===== config.mk =====
export PLATFORM = sky130hd
export DESIGN_NAME = dpr_fifo_ctrl
export DESIGN_NICKNAME = d
export VERILOG_FILES = /design/src/rtl/dpr_fifo_ctrl.sv
export SDC_FILE = /design/constraint.sdc
export NUM_CORES = 1
export LEC_CHECK = 0
export ABC_AREA = 1
export CORE_AREA = 2 2 77 79
export DETAILED_ROUTE_END_ITERATION = 10
export DIE_AREA = 0 0 79 81
export PLACE_DENSITY_LB_ADDON = 0.2
export SYNTH_ARGS = -nofsm -noshare
export SYNTH_HDL_FRONTEND = slang
export SYNTH_SLANG_ARGS = --single-unit

===== constraint.sdc =====
create_clock -name clk -period 2.58 [get_ports clk]
set_clock_uncertainty 0.15 [all_clocks]
set_input_delay 0.387 -clock clk [delete_from_list [all_inputs] [get_ports clk]]
set_output_delay 0.387 -clock clk [all_outputs]
set_load 0.1 [all_outputs]

===== src/rtl/dpr_fifo_ctrl.sv =====
// dpr_fifo_ctrl -- pointer/flag controller that turns a synchronous dual-port
// RAM (dpr_sync) into a FIFO. Sits directly upstream of the RAM. The RAM's
// registered dout feeds the consumer and is qualified by rd_valid.
//
// Ports
//   clk, rst          clock (rising edge), synchronous active-high reset
//   push, din         producer write request + data
//   pop               consumer read request
//   ram_din           RAM din            (= din)
//   ram_addr_wr       RAM addr_wr        (= wr_ptr)
//   ram_addr_rd       RAM addr_rd        (= rd_ptr)
//   ram_wr_en         RAM wr_en          (= push accepted)
//   ram_rd_en         RAM rd_en          (= pop accepted)
//   ram_blk_select    RAM blk_select     (= ram_wr_en | ram_rd_en)
//   rd_valid          RAM dout holds the popped word this cycle
//   count             occupancy 0..MEM_DEPTH
//   full/empty        count==MEM_DEPTH / count==0
//   almost_full       count >= AFULL_TH
//   almost_empty      count <= AEMPTY_TH
//   overflow          1-cycle pulse after a rejected push (FIFO_ERR_FLAGS_EN)
//   underflow         1-cycle pulse after a rejected pop  (FIFO_ERR_FLAGS_EN)
//
// Build option: define FIFO_ERR_FLAGS_EN to enable the overflow/underflow
// pulses; otherwise both ports are tied to 0 and no flops are built for them.

module dpr_fifo_ctrl #(
   parameter int MEM_WIDTH = 16,
   parameter int MEM_DEPTH = 1024,
   parameter int ADDR_SIZE = 10,
   parameter int AFULL_TH  = 1020,
   parameter int AEMPTY_TH = 4
) (
   input  logic                 clk,
   input  logic                 rst,
   input  logic                 push,
   input  logic [MEM_WIDTH-1:0] din,
   input  logic                 pop,
   output logic [MEM_WIDTH-1:0] ram_din,
   output logic [ADDR_SIZE-1:0] ram_addr_wr,
   output logic [ADDR_SIZE-1:0] ram_addr_rd,
   output logic                 ram_wr_en,
   output logic                 ram_rd_en,
   output logic                 ram_blk_select,
   output logic                 rd_valid,
   output logic [ADDR_SIZE:0]   count,
   output logic                 full,
   output logic                 empty,
   output logic                 almost_full,
   output logic                 almost_empty,
   output logic                 overflow,
   output logic                 underflow
);

   localparam logic [ADDR_SIZE:0] DEPTH_C  = (ADDR_SIZE+1)'(MEM_DEPTH);
   localparam logic [ADDR_SIZE:0] AFULL_C  = (ADDR_SIZE+1)'(AFULL_TH);
   localparam logic [ADDR_SIZE:0] AEMPTY_C = (ADDR_SIZE+1)'(AEMPTY_TH);

   logic [ADDR_SIZE-1:0] wr_ptr, rd_ptr;
   logic [ADDR_SIZE:0]   cnt_q;
   logic                 rd_valid_q;
   logic                 push_acc, pop_acc;

   // Flags decode the registered count only, so there is no combinational
   // path from push/pop to any flag.
   assign full         = (cnt_q == DEPTH_C);
   assign empty        = (cnt_q == '0);
   assign almost_full  = (cnt_q >= AFULL_C);
   assign almost_empty = (cnt_q <= AEMPTY_C);
   assign count        = cnt_q;
   assign rd_valid     = rd_valid_q;

   // Full+push+pop accepts only the pop; empty+push+pop accepts only the push
   // (no fall-through). rst gates both so the RAM sees no enables in reset.
   assign push_acc = push & ~full  & ~rst;
   assign pop_acc  = pop  & ~empty & ~rst;

   assign ram_din        = din;
   assign ram_addr_wr    = wr_ptr;
   assign ram_addr_rd    = rd_ptr;
   assign ram_wr_en      = push_acc;
   assign ram_rd_en      = pop_acc;
   assign ram_blk_select = push_acc | pop_acc;

   // Pointers wrap through natural ADDR_SIZE overflow (MEM_DEPTH == 2**ADDR_SIZE).
   always_ff @(posedge clk) begin
      if (rst) begin
         wr_ptr     <= '0;
         rd_ptr     <= '0;
         cnt_q      <= '0;
         rd_valid_q <= 1'b0;
      end else begin
         if (push_acc) wr_ptr <= wr_ptr + ADDR_SIZE'(1);
         if (pop_acc)  rd_ptr <= rd_ptr + ADDR_SIZE'(1);
         case ({push_acc, pop_acc})
            2'b10:   cnt_q <= cnt_q + (ADDR_SIZE+1)'(1);
            2'b01:   cnt_q <= cnt_q - (ADDR_SIZE+1)'(1);
            default: cnt_q <= cnt_q;
         endcase
         // RAM dout is registered, so the popped word is there one cycle later.
         rd_valid_q <= pop_acc;
      end
   end

`ifdef FIFO_ERR_FLAGS_EN
   logic ovf_q, unf_q;

   // A rejected request paired with an accepted opposite request is legal
   // traffic, not an error, hence the ~pop / ~push terms.
   always_ff @(posedge clk) begin
      if (rst) begin
         ovf_q <= 1'b0;
         unf_q <= 1'b0;
      end else begin
         ovf_q <= push & full  & ~pop;
         unf_q <= pop  & empty & ~push;
      end
   end

   assign overflow  = ovf_q;
   assign underflow = unf_q;
`else
   assign overflow  = 1'b0;
   assign underflow = 1'b0;
`endif

endmodule


==> metrics.cfg <==
[detailed_routing]
drc = 0
drt-wirelength-per-cell_um = 12.0
drtPass1Iterations = 4
vias = 2311
routed_wirelength_mm = 5.81
drt_iter0_drc = 88
final_antenna_net_count = 0
vias_per_cell = 4.79

[finish]
regArea_um2 = 682
n_antenna_cell = 0
multiInputGateArea_um2 = 1500
final_cell_mix = 87 x nand2_1, 60 x buf_4, 42 x inv_1
stdcell_area_um2 = 3200
layout-drive-gt1-share = 0.319
area_growth_syn_to_layout_pct = 40.8
final_common_cell = nand2_1
nFillCells = 560
nets = 440

[pwr]
p_leak_nw = 1.50
power.density_nw_per_um2 = 719
ir_drop_uv = 457

[clock_network]
cts_tree = yes
cts_buffers = 5
htreeDepth = 2
cts.root.buffer_cell = clkbuf_8
clock_latency_ps = 280
clk_pin_slew_ps = 70
cts_sinks = 32
cts_buffer_depth = 2

[placement]
io_buffers = 42
hpwl_mm = 4.38
postPlaceCellArea_um2 = 2960
gp_congestion = 0.841

[flow_run]
max_cap_viol_count = 0

[setup_path]
critical_path_class = flip-flop to flip-flop
worstPathArrival_ps = 2500
end_kind = flip-flop
cp_max_fo = 5
worst_setup_path_start_kind = flip-flop
critPathRequiredTime_ps = 2620

[yosys]
ys_types = 24
syn_area_per_cell_um2 = 6.47
synth_seq_area_share = 0.282
syn_area_um2 = 2270
syn-instance-count = 351
synth-seq-cells = 32
yosys_warnings = 0

[timing]
timing.fmax_mhz = 406
fin_setup_tns_ps = 0
slew_violations = 0
timing.final.crit_period_ps = 2460
rsz0062_at_grt = yes
hold_violations = 0
finalSetupViolCount = 0
min_period_over_period = 0.954

[die]
core_area_um2 = 5680
die_h_um = 81
row_count = 28
die_w_um = 79
ios = 77
start_util = 0.400
dieArea_um2 = 6400

[global_route]
grt_pass1_vias = 1982
grt_start_max_net_pins = 24
grt_first_pass_wirelength_mm = 9.27
antenna_found_initial = 0
grt_usage = 0.182
grt-ovfl-total = 0

[hold_path]
hp-class = flip-flop to flip-flop

[status]
outcome = complete, no violations

-- where the power goes --
part | total [mW] | internal [mW] | switching, mW | leakage [nW]
Combinational | 1.24 | 0.403 | 0.835 | 1.18
Clock | 0.438 | 0.247 | 0.190 | 0.0534
Sequential | 0.621 | 0.551 | 0.0701 | 0.268
-- per-layer routing --
metal	share of wire	routed length (um)	GRT usage
met1	0.48	2800	0.255
met2	0.45	2620	0.282
met3	0.055	319	0.0378
met4	0.011	65	0.0569
met5	0	0	0
-- cell families after synthesis --
| group | count (synthesis) | synth area share |
|---|---|---|
| AND/OR/NAND/NOR | 173 | 0.330 |
| buffers and inverters | 74 | 0.153 |
| AO/OA/AOI/OAI | 42 | 0.0948 |
| flip-flops | 32 | 0.282 |
| XOR/XNOR | 15 | 0.0579 |
| adder cells (fa/ha/maj) | 14 | 0.0805 |
| other | 1 | 0.00165 |
-- final timing paths --
path	startpoint	endpoint	slack (ps)	depth (start not counted)
max	count[7]	count[8]	120	17
min reg2reg	ram_addr_wr[9]	ram_addr_wr[9]	350	2
min	ram_addr_wr[9]	ram_addr_wr[9]	350	2
max reg2reg	count[7]	count[8]	120	17
-- timing repair --
| action | CTS | global route |
|---|---|---|
| setup endpoints to repair | 0 | 8 |
| buffers inserted | 0 | 6 |
| hold buffers | 0 | 0 |
| resized for setup | 0 | 22 |
-- cell usage after synthesis, drive strengths merged --
cell type  instances  share of area
nand4              6          0.017
a21o               2         0.0066
nor3               7          0.015
xnor2              4          0.015
nor2              34          0.058
fa                 1         0.0088
inv               50          0.083
a21oi             27          0.060
nor3b              1         0.0033
clkinv             1         0.0017
dfxtp             32           0.28
conb               1         0.0017
nand3             28          0.073
xor2              11          0.042
buf               18          0.060
clkbuf             5         0.0088
nand2             97           0.16
ha                13          0.072
o21ai             13          0.029
-- registers in the layout (all words and copies together), names as in the netlist --
signal and flops:
count 11, ram_addr_rd 10, ram_addr_wr 10, rd_valid 1
-- layout make-up --
| cell class | instances | share of cell area |
|---|---|---|
| Multi-Input combinational cell | 246 | 0.470 |
| Tap cell | 75 | 0.0294 |
| Timing Repair Buffer | 70 | 0.191 |
| Clock buffer | 7 | 0.0305 |
| Inverter | 51 | 0.0638 |
| Clock inverter | 1 | 0.00157 |
| Sequential cell | 32 | 0.213 |
-- through the flow --
stage               total power [mW]  hold WS (ps)  instances  utilization  setup slack, ps
floorplan                       1.60           399        352            -            -47.6
global placement                1.79           330        468        0.522             -191
detailed placement              1.80           341        468        0.522             -216
CTS                             2.24           351        476        0.540             91.3
global route                    2.42           380        482        0.563            -26.5
finish                          2.30           353        482        0.563              119
-- worst max-delay path: stages, from the launching register on --
cell and delay [ps]:
dfxtp_4 370, inv_2 90, nand3_4 100, nor2_4 130, nand2_2 90, nand3_4 130
inv_12 40, ha_4 170, buf_6 140, fa_2 350, nand3_1 80, nand3_1 130
nand2_1 110, nand2_1 60, nand2_1 60, nand3_1 60, nand2_1 60, inv_1 30
No activity file was read; power rests on OpenSTA's default activity.
